`config.mk`:
```
export PLATFORM = sky130hd
export DESIGN_NAME = switch_pulse_sequencer_flat
export DESIGN_NICKNAME = d
export VERILOG_FILES = /design/src/rtl/switch_pulse_sequencer_pkg.sv /design/src/rtl/switch_pulse_sequencer_if.sv /design/src/rtl/switch_pulse_sequencer_channel.sv /design/src/rtl/switch_pulse_sequencer.sv /design/src/flat_wrapper.sv
export SDC_FILE = /design/constraint.sdc
export NUM_CORES = 1
export LEC_CHECK = 0
export BUFFER_PORTS_ARGS = -buffer_cell sky130_fd_sc_hd__buf_2
export CORE_MARGIN = 1
export CORE_UTILIZATION = 40
export CTS_BUF_LIST = sky130_fd_sc_hd__clkbuf_8
export DETAILED_ROUTE_END_ITERATION = 8
export GPL_ROUTABILITY_DRIVEN = 0
export SETUP_SLACK_MARGIN = 0.1
export SLEW_MARGIN = 20
export SYNTH_ARGS = -nofsm -noshare
export SYNTH_HDL_FRONTEND = slang
export SYNTH_SLANG_ARGS = --single-unit
```
`constraint.sdc`:
```
create_clock -name clk -period 9.05 [get_ports clk]
set_clock_uncertainty 0.15 [all_clocks]
set_input_delay 0.4525 -clock clk [delete_from_list [all_inputs] [get_ports clk]]
set_output_delay 0.4525 -clock clk [all_outputs]
set_load 0.02 [all_outputs]
```
`src/rtl/switch_pulse_sequencer_pkg.sv`:
```
// Shared types and defaults for the photonic-switch pulse sequencer.
package switch_seq_pkg;

   typedef enum logic [2:0] {
      IDLE  = 3'd0,
      DELAY = 3'd1,
      SET   = 3'd2,
      HOLD  = 3'd3,
      RST   = 3'd4
   } chan_state_t;

   localparam int PULSE_W_DEF = 4;
   localparam int DEAD_T_DEF  = 2;

endpackage

```
`src/rtl/switch_pulse_sequencer_if.sv`:
```
// Trigger/config inputs and per-switch pulse outputs of the sequencer.
interface switch_pulse_sequencer_if #(
   parameter int NUM_SW = 4,
   parameter int CNT_W  = 16
);
   logic                      trig;
   logic                      abort;
   logic [NUM_SW*CNT_W-1:0]   on_dly;
   logic [NUM_SW*CNT_W-1:0]   on_len;
   logic [NUM_SW-1:0]         sw_set;
   logic [NUM_SW-1:0]         sw_rst;
   logic [NUM_SW-1:0]         sw_on;
   logic                      busy;
   logic                      trig_drop;

   modport master (
      output trig, abort, on_dly, on_len,
      input  sw_set, sw_rst, sw_on, busy, trig_drop
   );

   modport slave (
      input  trig, abort, on_dly, on_len,
      output sw_set, sw_rst, sw_on, busy, trig_drop
   );
endinterface

```
`src/rtl/switch_pulse_sequencer_channel.sv`:
```
// One switch channel: DELAY -> SET -> HOLD -> RST sequence with abort handling.
module switch_pulse_channel
   import switch_seq_pkg::*;
#(
   parameter int CNT_W   = 16,
   parameter int PULSE_W = PULSE_W_DEF,
   parameter int DEAD_T  = DEAD_T_DEF
)(
   input  logic             clk,
   input  logic             reset,
   input  logic             i_start,
   input  logic             i_abort,
   input  logic [CNT_W-1:0] i_onDly,
   input  logic [CNT_W-1:0] i_onLen,
   output logic             o_set,
   output logic             o_rst,
   output logic             o_on,
   output logic             o_active
);

   localparam logic [CNT_W-1:0] ONE        = CNT_W'(1);
   localparam logic [CNT_W-1:0] PULSE_LAST = CNT_W'(PULSE_W - 1);
   localparam logic [CNT_W-1:0] DEAD_LEN   = CNT_W'(DEAD_T);
   localparam logic [CNT_W-1:0] DEAD_LAST  = CNT_W'(DEAD_T - 1);
   localparam logic [CNT_W-1:0] DEAD_CAP   = CNT_W'((DEAD_T >= 2) ? (DEAD_T - 2) : 0);

   chan_state_t      r_state, w_stateNext;
   logic [CNT_W-1:0] r_cnt, w_cntNext;
   logic [CNT_W-1:0] r_len, w_lenNext;
   logic [CNT_W-1:0] w_holdLast;
   logic             r_abortSeen, w_abortSeenNext;
   logic             r_set, r_rst, r_on;

   // Counters hold "cycles remaining minus one", so a full 2^CNT_W-1 delay fits without wrap.
   assign w_holdLast = (r_len > DEAD_LEN) ? (r_len - ONE) : DEAD_LAST;

   always_ff @(posedge clk or posedge reset) begin
      if (reset) begin
         r_state     <= IDLE;
         r_cnt       <= '0;
         r_len       <= '0;
         r_abortSeen <= 1'b0;
         r_set       <= 1'b0;
         r_rst       <= 1'b0;
         r_on        <= 1'b0;
      end else begin
         r_state     <= w_stateNext;
         r_cnt       <= w_cntNext;
         r_len       <= w_lenNext;
         r_abortSeen <= w_abortSeenNext;
         r_set       <= (w_stateNext == SET);
         r_rst       <= (w_stateNext == RST);
         r_on        <= (w_stateNext == SET) || (w_stateNext == HOLD);
      end
   end

   // An abort seen during SET is remembered so the following HOLD uses DEAD_T instead of on_len.
   always_comb begin
      w_stateNext     = r_state;
      w_cntNext       = r_cnt;
      w_lenNext       = r_len;
      w_abortSeenNext = r_abortSeen;
      case (r_state)
         IDLE: begin
            w_abortSeenNext = 1'b0;
            if (i_start && !i_abort) begin
               w_lenNext = i_onLen;
               if (i_onDly == '0) begin
                  w_stateNext = SET;
                  w_cntNext   = PULSE_LAST;
               end else begin
                  w_stateNext = DELAY;
                  w_cntNext   = i_onDly - ONE;
               end
            end
         end
         DELAY: begin
            if (i_abort) begin
               w_stateNext = IDLE;
               w_cntNext   = '0;
            end else if (r_cnt == '0) begin
               w_stateNext = SET;
               w_cntNext   = PULSE_LAST;
            end else begin
               w_cntNext = r_cnt - ONE;
            end
         end
         SET: begin
            if (i_abort) w_abortSeenNext = 1'b1;
            if (r_cnt == '0) begin
               w_stateNext = HOLD;
               w_cntNext   = (i_abort || r_abortSeen) ? DEAD_LAST : w_holdLast;
            end else begin
               w_cntNext = r_cnt - ONE;
            end
         end
         HOLD: begin
            if ((r_cnt == '0) || (i_abort && (DEAD_T == 1))) begin
               w_stateNext = RST;
               w_cntNext   = PULSE_LAST;
            end else if (i_abort && (r_cnt > DEAD_LAST)) begin
               w_cntNext = DEAD_CAP;
            end else begin
               w_cntNext = r_cnt - ONE;
            end
         end
         RST: begin
            if (r_cnt == '0) begin
               w_stateNext = IDLE;
            end else begin
               w_cntNext = r_cnt - ONE;
            end
         end
         default: begin
            w_stateNext = IDLE;
            w_cntNext   = '0;
         end
      endcase
   end

   assign o_set    = r_set;
   assign o_rst    = r_rst;
   assign o_on     = r_on;
   assign o_active = (r_state != IDLE);

endmodule

```
`src/rtl/switch_pulse_sequencer.sv`:
```
// Top of the switch pulse sequencer: trigger edge detect, busy/trig_drop and channel fan-out.
module switch_pulse_sequencer
   import switch_seq_pkg::*;
#(
   parameter int NUM_SW  = 4,
   parameter int CNT_W   = 16,
   parameter int PULSE_W = PULSE_W_DEF,
   parameter int DEAD_T  = DEAD_T_DEF
)(
   input logic                       clk,
   input logic                       reset,
   switch_pulse_sequencer_if.slave   bus
);

   logic              r_trigPrevLow;
   logic              r_busy;
   logic              r_trigDrop;
   logic              w_edge;
   logic              w_start;
   logic [NUM_SW-1:0] w_set, w_rst, w_on, w_active;

   // History resets to "not low", so a trigger held high across reset release is not an edge.
   assign w_edge  = bus.trig & r_trigPrevLow;
   assign w_start = w_edge & ~r_busy & ~bus.abort;

   always_ff @(posedge clk or posedge reset) begin
      if (reset) begin
         r_trigPrevLow <= 1'b0;
         r_busy        <= 1'b0;
         r_trigDrop    <= 1'b0;
      end else begin
         r_trigPrevLow <= ~bus.trig;
         r_busy        <= w_start | (|w_active);
         r_trigDrop    <= w_edge & r_busy & ~bus.abort;
      end
   end

   for (genvar i = 0; i < NUM_SW; i++) begin : g_chan
      switch_pulse_channel #(
         .CNT_W   (CNT_W),
         .PULSE_W (PULSE_W),
         .DEAD_T  (DEAD_T)
      ) u_chan (
         .clk      (clk),
         .reset    (reset),
         .i_start  (w_start),
         .i_abort  (bus.abort),
         .i_onDly  (bus.on_dly[i*CNT_W +: CNT_W]),
         .i_onLen  (bus.on_len[i*CNT_W +: CNT_W]),
         .o_set    (w_set[i]),
         .o_rst    (w_rst[i]),
         .o_on     (w_on[i]),
         .o_active (w_active[i])
      );
   end

   assign bus.sw_set    = w_set;
   assign bus.sw_rst    = w_rst;
   assign bus.sw_on     = w_on;
   assign bus.busy      = r_busy;
   assign bus.trig_drop = r_trigDrop;

   assert property (@(posedge clk) disable iff (reset) ((w_set & w_rst) == '0));

endmodule

```
`src/flat_wrapper.sv`:
```
// flat-port wrapper written by rule: the top's interface ports become plain ports
module switch_pulse_sequencer_flat import switch_seq_pkg::*;
#(
   parameter int NUM_SW  = 4,
   parameter int CNT_W   = 16,
   parameter int PULSE_W = PULSE_W_DEF,
   parameter int DEAD_T  = DEAD_T_DEF
)
  (clk, reset, bus_trig, bus_abort, bus_on_dly, bus_on_len, bus_sw_set, bus_sw_rst, bus_sw_on, bus_busy, bus_trig_drop);
  switch_pulse_sequencer_if #(.NUM_SW(NUM_SW), .CNT_W(CNT_W)) bus_i ();
  input logic clk;
  input logic reset;
  input wire logic [$bits(bus_i.trig)-1:0] bus_trig;
  input wire logic [$bits(bus_i.abort)-1:0] bus_abort;
  input wire logic [$bits(bus_i.on_dly)-1:0] bus_on_dly;
  input wire logic [$bits(bus_i.on_len)-1:0] bus_on_len;
  output wire logic [$bits(bus_i.sw_set)-1:0] bus_sw_set;
  output wire logic [$bits(bus_i.sw_rst)-1:0] bus_sw_rst;
  output wire logic [$bits(bus_i.sw_on)-1:0] bus_sw_on;
  output wire logic [$bits(bus_i.busy)-1:0] bus_busy;
  output wire logic [$bits(bus_i.trig_drop)-1:0] bus_trig_drop;
  assign bus_i.trig = bus_trig;
  assign bus_i.abort = bus_abort;
  assign bus_i.on_dly = bus_on_dly;
  assign bus_i.on_len = bus_on_len;
  assign bus_sw_set = bus_i.sw_set;
  assign bus_sw_rst = bus_i.sw_rst;
  assign bus_sw_on = bus_i.sw_on;
  assign bus_busy = bus_i.busy;
  assign bus_trig_drop = bus_i.trig_drop;
  switch_pulse_sequencer #(.NUM_SW(NUM_SW), .CNT_W(CNT_W), .PULSE_W(PULSE_W), .DEAD_T(DEAD_T)) u_core (.clk(clk), .reset(reset), .bus(bus_i));
endmodule
```
==> impl_metrics.prom, run 1 <==
# TYPE chip_impl_metric gauge
chip_impl_metric{name="final_antenna_net_count",unit=""} 0
chip_impl_metric{name="placement.io_buffers",unit=""} 145
chip_impl_metric{name="antenna_cells",unit=""} 0
chip_impl_info{name="clock-root-buffer",value="clkbuf_8"} 1
chip_impl_metric{name="muxShareOfSynthArea",unit="%"} 6.52
chip_impl_info{name="timing.setup.critical_path_class",value="input port to flop"} 1
chip_impl_metric{name="place_hpwl",unit="µm"} 24200
chip_impl_info{name="crit_path_start_kind",value="input port"} 1
chip_impl_metric{name="timing.critical_path.required",unit="ns"} 9.25
chip_impl_metric{name="drt_drc_violations_left",unit=""} 0
chip_impl_metric{name="global_route.usage.met2",unit="%"} 34.5
chip_impl_metric{name="ys.warnings.count",unit=""} 0
chip_impl_info{name="timing.critical_path.to_type",value="flop"} 1
chip_impl_metric{name="clock-sinks",unit=""} 159
chip_impl_metric{name="detailroute.via_count",unit=""} 10700
chip_impl_info{name="tritoncts_clock_tree",value="yes"} 1
chip_impl_metric{name="maxCapViolations",unit=""} 0
chip_impl_metric{name="grt_pass1_vias",unit=""} 10300
chip_impl_metric{name="grt_start_max_net_pins",unit=""} 85
chip_impl_metric{name="grtUsageMet1",unit="%"} 30.4
chip_impl_metric{name="drt-pass1-iter-count",unit=""} 8
chip_impl_metric{name="synth_simple_gate_area_share",unit="%"} 25.1
chip_impl_metric{name="final_period_minus_worst_setup_slack",unit="ns"} 3.21
chip_impl_metric{name="synth_compound_gate_area_share",unit="%"} 19.0
chip_impl_metric{name="whs",unit="ns"} -0.0334
chip_impl_metric{name="cts_hold_fix_bufs",unit=""} 1
chip_impl_metric{name="leakage_power_figure",unit="nW"} 5.40
chip_impl_metric{name="async_flop_share",unit="%"} 100
chip_impl_metric{name="ir_worst_vdd",unit="µV"} 114
chip_impl_metric{name="post_synth_inst_count",unit=""} 1335
chip_impl_metric{name="crit_fanout",unit=""} 9
chip_impl_metric{name="slew_violations",unit=""} 0
chip_impl_info{name="main_combinational_cell_family_by_area_after_synthesis",value="simple AND/OR/NAND/NOR gates"} 1
chip_impl_metric{name="synth_area",unit="µm²"} 11700
chip_impl_metric{name="cts_resized",unit=""} 0
chip_impl_metric{name="place_ws",unit="ns"} 5.79
chip_impl_metric{name="share_of_layout_cells_above_drive_strength_1",unit="%"} 19.2
chip_impl_info{name="status",value="finished with violations"} 1
chip_impl_metric{name="floorplan.die.height",unit="µm"} 173
chip_impl_metric{name="layout.nets",unit=""} 1591
chip_impl_metric{name="layout.filler_cells",unit=""} 2865
chip_impl_info{name="rsz0062_at_grt",value="false"} 1
chip_impl_metric{name="per_cell_via_count_in_the_routed_design",unit=""} 5.83
chip_impl_info{name="violations",value="hold timing"} 1
chip_impl_info{name="timing.hold.worst.class",value="input port to async pin"} 1
chip_impl_metric{name="floorplan.core_area",unit="µm²"} 28700
chip_impl_metric{name="ys_seq_elements",unit=""} 159
chip_impl_metric{name="worst_skew_pair.late_latency",unit="ns"} 0.47
chip_impl_metric{name="design.die.area",unit="µm²"} 29800
chip_impl_metric{name="grt_antenna_before_repair",unit=""} 0
chip_impl_metric{name="groute.usage.overall",unit="%"} 21.6
chip_impl_metric{name="synth_fa_ha_area_share",unit="%"} 3.00
chip_impl_metric{name="worst_slack",unit="ns"} 5.84
chip_impl_metric{name="synth_fp_nets",unit=""} 1495
chip_impl_metric{name="die_width",unit="µm"} 173
chip_impl_metric{name="global_route_track_usage_on_met3",unit="%"} 3.41
chip_impl_metric{name="place_inst",unit=""} 1795
chip_impl_metric{name="pwr_density_cell",unit="nW/µm²"} 262
chip_impl_metric{name="wire_per_inst",unit="µm"} 17.6
chip_impl_metric{name="synth_seq_area_share",unit="%"} 34.1
chip_impl_metric{name="initial_core_util",unit="%"} 40.6
chip_impl_metric{name="dr.first_iter.drc_count",unit=""} 922
chip_impl_metric{name="tightestPinTransition",unit="ns"} 1.01
chip_impl_metric{name="number_of_standard_cells_in_the_final_layout_excluding_fillers",unit=""} 1826
chip_impl_metric{name="maxSlewHeadroom",unit="%"} 32.7
chip_impl_metric{name="ios",unit=""} 146
chip_impl_metric{name="grt_first_pass_wirelength",unit="µm"} 52900
chip_impl_metric{name="postSynthAreaPerCell",unit="µm²"} 8.74
chip_impl_metric{name="hold_violations",unit=""} 30
chip_impl_metric{name="rows",unit=""} 62
chip_impl_metric{name="synthToLayoutAreaGrowth",unit="%"} 11.5
chip_impl_metric{name="cts_made_buffers",unit=""} 17
chip_impl_metric{name="synth_edf_count",unit=""} 0
chip_impl_metric{name="synth_cell_type_count",unit=""} 83
chip_impl_metric{name="clock.fmax",unit="MHz"} 312
chip_impl_info{name="grt_busiest_layer",value="met2"} 1
chip_impl_metric{name="post-cts-setup-buffer-count",unit=""} 0
chip_impl_metric{name="worstPathArrival",unit="ns"} 3.41
chip_impl_metric{name="cts.path.max_buffers",unit=""} 2
chip_impl_metric{name="worst_setup_hold_path_clk_slew",unit="ns"} 0.10
chip_impl_metric{name="fin_tns_setup",unit="ns"} 0
chip_impl_metric{name="route.final.wire_length",unit="µm"} 32100
chip_impl_metric{name="setup_violations",unit=""} 0
chip_impl_metric{name="layout.core_utilization",unit="%"} 45.3
chip_impl_metric{name="globalRouteOverflowTotal",unit=""} 0
chip_impl_info{name="postSynth.topFlopCell",value="dfrtp_1"} 1
chip_impl_metric{name="synth_xor_xnor_area_share",unit="%"} 7.51
chip_impl_metric{name="ctsHtreeMaxLevel",unit=""} 4
chip_impl_metric{name="finalCritPeriodShare",unit="%"} 35.5
-- placed cells by master (no fill, tap or decap), types with 6 or more instances in the layout --
master	n
nor4_1	51
nand2_1	91
or4_1	31
a31oi_1	9
mux2_2	64
o31ai_1	7
or2_2	7
dfrtp_1	159
o32ai_1	7
a32oi_1	12
clkbuf_8	20
o21bai_1	6
o22ai_1	30
o21a_1	7
buf_2	145
a221o_1	10
nor2_1	114
nand3_1	36
a21boi_0	6
a21oi_1	52
nand4_1	34
xnor2_1	52
ha_1	28
buf_4	7
nor3b_1	8
nor2b_1	7
inv_1	48
xor2_1	48
or3_1	37
nor3_1	62
nand3b_1	11
o21ai_0	66
o211ai_1	17
and2_1	10
a211o_1	11
o311ai_0	7
nand2b_1	12
-- final cells by class --
class                      instances  area, µm²  share of cell area [%]
multi-input combinational       1053       7160                    55.1
sequential                       159       3980                    30.6
timing repair buffer             153        788                    6.06
tap                              384        480                    3.69
clock buffer                      20        275                    2.12
inverter                          47        181                    1.39
clock inverter                    10        139                    1.07
-- per-stage QoR --
stage	hold WS [ns]	cell area, µm²	power [W]
final	-0.0334	13000	0.00341
after global routing	0.0275	13000	0.00368
after CTS	0.00161	13000	0.00341
after detailed placement	0.343	12600	0.00283
after global placement	0.329	12600	0.00281
after floorplan	0.314	11700	0.00243
-- registers in the layout, indices dropped and copies added, names as in the netlist --
name	count
u_core.g_chan.u_chan.r_cnt	64
u_core.g_chan.u_chan.r_len	64
u_core.g_chan.u_chan.r_state	12
u_core.g_chan.u_chan.o_on	4
u_core.g_chan.u_chan.o_rst	4
u_core.g_chan.u_chan.o_set	4
u_core.g_chan.u_chan.r_abortSeen	4
u_core.bus.busy	1
u_core.bus.trig_drop	1
u_core.r_trigPrevLow	1
-- per-layer routing --
metal | up-vias | wire [µm]
met5 | - | 0
met4 | 0 | 561
met2 | 300 | 14900
li1 | 5220 | -
met1 | 5097 | 15200
met3 | 37 | 1420
-- Yosys cell counts, drive strengths merged, types with 31 or more instances --
cell type | count | area (µm²)
dfrtp | 159 | 3980
nor2 | 114 | 428
nand2 | 91 | 342
o21ai | 71 | 359
mux2 | 64 | 721
nor3 | 62 | 310
a21oi | 54 | 285
nor4 | 54 | 374
xnor2 | 52 | 455
xor2 | 48 | 420
inv | 47 | 176
clkbuf | 45 | 169
or3 | 37 | 231
nand3 | 36 | 180
nand4 | 34 | 213
or4 | 32 | 244
buf | 31 | 200
-- worst max-delay path: stages --
cell and delay [ns]:
dlygate4sd3_1 0.56, buf_2 0.14, nor4bb_2 0.82, nor2_1 0.18, a31oi_1 0.62, o21ai_0 0.24, a221o_1 0.39
-- cell families after synthesis --
logic type               count (synthesis)
flip-flops                             159
XOR/XNOR                               100
AO/OA/AOI/OAI                          314
AND/OR/NAND/NOR                        543
buffers and inverters                  123
multiplexers                            68
adder cells (fa/ha/maj)                 28
-- power by group --
part | total [W] | switching (W) | internal (W) | leakage, nW
registers | 0.00130 | 0.000339 | 0.000958 | 2.04
clock network | 0.000572 | 0.000280 | 0.000292 | 0.210
logic | 0.00154 | 0.000872 | 0.000668 | 3.14
-- worst paths after layout --
path	to	start	slack, ns	cells past startpoint
setup / recovery	u_core.g_chan[3].u_chan.r_cnt[9]	bus_trig	5.84	7
hold reg to reg	u_core.g_chan[1].u_chan.r_abortSeen	u_core.g_chan[1].u_chan.r_abortSeen	0.36	2
setup reg to reg	u_core.g_chan[2].u_chan.r_cnt[10]	u_core.g_chan[2].u_chan.r_cnt[9]	5.88	6
hold / removal	u_core.g_chan[0].u_chan.r_len[2]	reset	-0.03	2
max in group asynchronous	u_core.g_chan[1].u_chan.o_on	reset	7.26	3
min in group clk	u_core.g_chan[0].u_chan.r_len[0]	bus_on_len[0]	0.06	2
(Power assumes the default switching activity.)
==> run 2: changes to the inputs <==
Settings changed: ABC_AREA from default to 1.
Clock period 9.05 ns to 3.3 ns, I/O delays scaled along.
==> impl_metrics.prom, run 2 <==
# TYPE chip_impl_metric gauge
chip_impl_metric{name="worstPathArrival",unit="ns"} 2.72
chip_impl_metric{name="tightestPinTransition",unit="ns"} 0.978
chip_impl_metric{name="crit_fanout",unit=""} 14
chip_impl_metric{name="fin_tns_setup",unit="ns"} 0
chip_impl_metric{name="grt_pass1_vias",unit=""} 12300
chip_impl_metric{name="cts.path.max_buffers",unit=""} 2
chip_impl_metric{name="finalCritPeriodShare",unit="%"} 74.7
chip_impl_metric{name="initial_core_util",unit="%"} 41.1
chip_impl_info{name="crit_path_end",value="u_core.g_chan[0].u_chan.r_cnt[4]"} 1
chip_impl_metric{name="number_of_standard_cells_in_the_final_layout_excluding_fillers",unit=""} 2595
chip_impl_info{name="rsz0062_at_grt",value="false"} 1
chip_impl_metric{name="ys.warnings.count",unit=""} 0
chip_impl_metric{name="area_after_detailed_placement",unit="µm²"} 13800
chip_impl_info{name="path_delay_family",value="simple AND/OR/NAND/NOR gates"} 1
chip_impl_info{name="timing.hold.worst.class",value="input port to flop"} 1
chip_impl_info{name="synth.cells.most_frequent",value="nand2_1, nor2_1, inv_1"} 1
chip_impl_info{name="r2r_end",value="u_core.g_chan[0].u_chan.r_cnt[4]"} 1
chip_impl_metric{name="drt_drc_violations_left",unit=""} 0
chip_impl_metric{name="synth_area",unit="µm²"} 12700
chip_impl_metric{name="synthToLayoutAreaGrowth",unit="%"} 17.4
chip_impl_info{name="rr_startpoint",value="u_core.g_chan[0].u_chan.r_state[2]"} 1
chip_impl_metric{name="dr.first_iter.drc_count",unit=""} 834
chip_impl_metric{name="die_width",unit="µm"} 180
chip_impl_metric{name="min_path_cells",unit=""} 8
chip_impl_metric{name="synth_edf_count",unit=""} 0
chip_impl_metric{name="ir_worst_vdd",unit="µV"} 323
chip_impl_info{name="critical-path-slowest-cell",value="nor2_1"} 1
chip_impl_metric{name="detailroute.via_count",unit=""} 13000
chip_impl_metric{name="pwr-share-seq",unit="%"} 32.1
chip_impl_metric{name="synth_cell_type_count",unit=""} 57
chip_impl_metric{name="switchingPower",unit="W"} 0.00587
chip_impl_info{name="reg.largest.list",value="u_core.g_chan.u_chan.r_cnt: 64 flops, u_core.g_chan.u_chan.r_len: 64 flops, u_core.g_chan.u_chan.r_state: 12 flops"} 1
chip_impl_metric{name="cts_made_buffers",unit=""} 17
chip_impl_info{name="timing.critical_path.to_type",value="flop"} 1
chip_impl_info{name="most_frequent_standard_cell_in_the_layout_excluding_fill_and_tap_cells",value="nand2_1"} 1
chip_impl_metric{name="layout.cell_area.non_filler",unit="µm²"} 14900
chip_impl_metric{name="cts_resized",unit=""} 0
chip_impl_info{name="timing.setup.critical_path_class",value="flop to flop"} 1
chip_impl_info{name="status",value="completed"} 1
chip_impl_metric{name="synth_fp_nets",unit=""} 2141
chip_impl_metric{name="worst-path-stages",unit=""} 9
chip_impl_info{name="most-common-layout-cells",value="nand2_1, nor2_1, inv_1"} 1
chip_impl_info{name="postSynth.topFlopCell",value="dfrtp_1"} 1
chip_impl_metric{name="ctsHtreeMaxLevel",unit=""} 4
chip_impl_metric{name="floorplan.core_area",unit="µm²"} 31000
chip_impl_metric{name="place_inst",unit=""} 2487
chip_impl_metric{name="grt_first_pass_wirelength",unit="µm"} 60800
chip_impl_metric{name="placement.io_buffers",unit=""} 145
chip_impl_metric{name="final_antenna_net_count",unit=""} 0
chip_impl_metric{name="globalRouteOverflowTotal",unit=""} 0
chip_impl_metric{name="whs",unit="ns"} 0.0245
chip_impl_metric{name="post_synth_inst_count",unit=""} 1981
chip_impl_info{name="setup.worst_path.start",value="u_core.g_chan[0].u_chan.r_state[2]"} 1
chip_impl_info{name="tritoncts_clock_tree",value="yes"} 1
chip_impl_metric{name="combinationalPowerShare",unit="%"} 54.3
chip_impl_metric{name="grt_antenna_before_repair",unit=""} 1
chip_impl_metric{name="maxSlewHeadroom",unit="%"} 34.5
chip_impl_metric{name="route.final.wire_length",unit="µm"} 36700
chip_impl_metric{name="layout.nets",unit=""} 2345
chip_impl_metric{name="clock.fmax",unit="MHz"} 406
chip_impl_info{name="synth_most_common_cell",value="nand2_1"} 1
chip_impl_metric{name="post-cts-setup-buffer-count",unit=""} 0
chip_impl_info{name="netlist_top_cells_area",value="dfrtp_1, nand2_1, nor2_1, inv_1, nand3_1"} 1
chip_impl_info{name="synth_top_area_cell",value="dfrtp_1"} 1
chip_impl_metric{name="leakage_power_figure",unit="nW"} 7.68
chip_impl_info{name="crit_path_start_kind",value="flop"} 1
chip_impl_metric{name="pwr-share-clk",unit="%"} 13.6
chip_impl_metric{name="cts_hold_fix_bufs",unit=""} 75
chip_impl_metric{name="ys_seq_elements",unit=""} 159
chip_impl_metric{name="design.die.area",unit="µm²"} 32600
chip_impl_metric{name="ios",unit=""} 146
chip_impl_metric{name="clock-sinks",unit=""} 159
chip_impl_metric{name="final_period_minus_worst_setup_slack",unit="ns"} 2.46
chip_impl_metric{name="rows",unit=""} 64
chip_impl_metric{name="timing.critical_path.required",unit="ns"} 3.56
chip_impl_metric{name="slew_violations",unit=""} 0
chip_impl_metric{name="postSynthAreaPerCell",unit="µm²"} 6.43
chip_impl_metric{name="r2r_cells",unit=""} 9
chip_impl_metric{name="groute.usage.overall",unit="%"} 22.9
chip_impl_metric{name="async_flop_share",unit="%"} 100
chip_impl_metric{name="drt-pass1-iter-count",unit=""} 5
chip_impl_metric{name="setup_violations",unit=""} 0
chip_impl_metric{name="p_int",unit="W"} 0.00565
chip_impl_metric{name="floorplan.die.height",unit="µm"} 180
chip_impl_metric{name="timing.critical_path.buf_inv",unit=""} 2
chip_impl_metric{name="netSwitchingFraction",unit="%"} 50.9
chip_impl_metric{name="worst_setup_hold_path_clk_slew",unit="ns"} 0.10
chip_impl_metric{name="share_of_layout_cells_above_drive_strength_1",unit="%"} 13.6
chip_impl_metric{name="slowest_delay",unit="ns"} 0.77
chip_impl_metric{name="hold_violations",unit=""} 0
chip_impl_info{name="crit_chain",value="nor2_1, inv_2, nor2_2, inv_2, nor2_1, o21ai_0, nand3_1, nand2_1, nand2_1"} 1
chip_impl_metric{name="wire_per_inst",unit="µm"} 14.1
chip_impl_metric{name="layout.filler_cells",unit=""} 3233
chip_impl_metric{name="grt_start_max_net_pins",unit=""} 97
chip_impl_metric{name="place_hpwl",unit="µm"} 27900
chip_impl_metric{name="worst_skew_pair.late_latency",unit="ns"} 0.48
chip_impl_metric{name="synth_seq_area_share",unit="%"} 31.2
chip_impl_metric{name="maxCapViolations",unit=""} 0
chip_impl_metric{name="pwr_density_cell",unit="nW/µm²"} 770
chip_impl_info{name="clock-root-buffer",value="clkbuf_8"} 1
chip_impl_metric{name="flop2flop_setup_slack",unit="ns"} 0.84
chip_impl_metric{name="synth_top_area_share",unit="%"} 31.2
chip_impl_metric{name="per_cell_via_count_in_the_routed_design",unit=""} 5.02
## run 2: changes by cell type in the layout (fill, tap and decap cells not counted), sizes merged, moves of 21 or more
cell         before  now
dlygate4sd3       1   75
inv              50  251
mux2             64    9
nand2            91  645
nand3            36  154
nor2            114  322
nor3             62   34
nor4             54    4
o21ai            71   92
o22ai            30    5
or3              37    0
or4              32    0
xnor2            52   24
xor2             48   79
## run 2: routing by layer
layer,global-route usage [%],part of all wire (%)
met1,30.7,47
met2,38.8,47
met3,3.54,4.6
met4,4.85,1.1
met5,0,0
## run 2: area by class of cell
type,instances,area (µm²),share of cell area [%]
clock buffers,17,234,1.57
multi-input cells,1529,7550,50.5
inverters,248,936,6.26
well taps,396,495,3.31
repair buffers,230,1580,10.5
diodes,1,2.50,0.0167
clock inverters,15,171,1.15
flip-flops and latches,159,3980,26.6
## run 2: worst min-delay path by stage
stage	start	endpoint	slack (ns)
floorplan	bus_trig	u_core.r_trigPrevLow	0.07
global placement	reset	u_core.g_chan[0].u_chan.r_len[14]	0.18
detailed placement	reset	u_core.g_chan[0].u_chan.r_len[14]	0.18
CTS	bus_on_dly[63]	u_core.g_chan[3].u_chan.r_cnt[15]	0.004
global route	bus_on_dly[55]	u_core.g_chan[3].u_chan.r_cnt[7]	0.04
finish	bus_on_dly[63]	u_core.g_chan[3].u_chan.r_cnt[15]	0.02
## run 2: logic make-up after synthesis
family | after synthesis | share of synthesized area, %
AO/OA/AOI/OAI | 161 | 7.18
flip-flops | 159 | 31.2
adder cells (fa/ha/maj) | 28 | 2.75
AND/OR/NAND/NOR | 1228 | 41.4
XOR/XNOR | 103 | 7.08
multiplexers | 9 | 0.796
buffers and inverters | 293 | 9.52
## run 2: power by group through the flow
stage | combinational (W) | clock, W | sequential, W
global placement | 0.00611 | 0 | 0.00369
CTS | 0.00627 | 0.00162 | 0.00368
floorplan | 0.00480 | 0 | 0.00349
global route | 0.00714 | 0.00171 | 0.00382
detailed placement | 0.00617 | 0 | 0.00370
finish | 0.00626 | 0.00157 | 0.00369
## run 2: metrics by stage
step	worst slack (ns)	util [%]	power [W]
after detailed placement	0.692	44.5	0.00987
after floorplan	0.970	-	0.00829
after CTS	0.619	48.2	0.0116
after global routing	0.601	48.2	0.0127
after global placement	0.733	44.5	0.00980
final	0.836	48.2	0.0115
## run 2: tightest hold or removal path: stages
cell	delay, ns
buf_2	0.09
nand2_1	0.05
nand3_1	0.08
nand2_1	0.06
inv_1	0.05
nand2_1	0.04
nand2_1	0.05
nand2_1	0.05
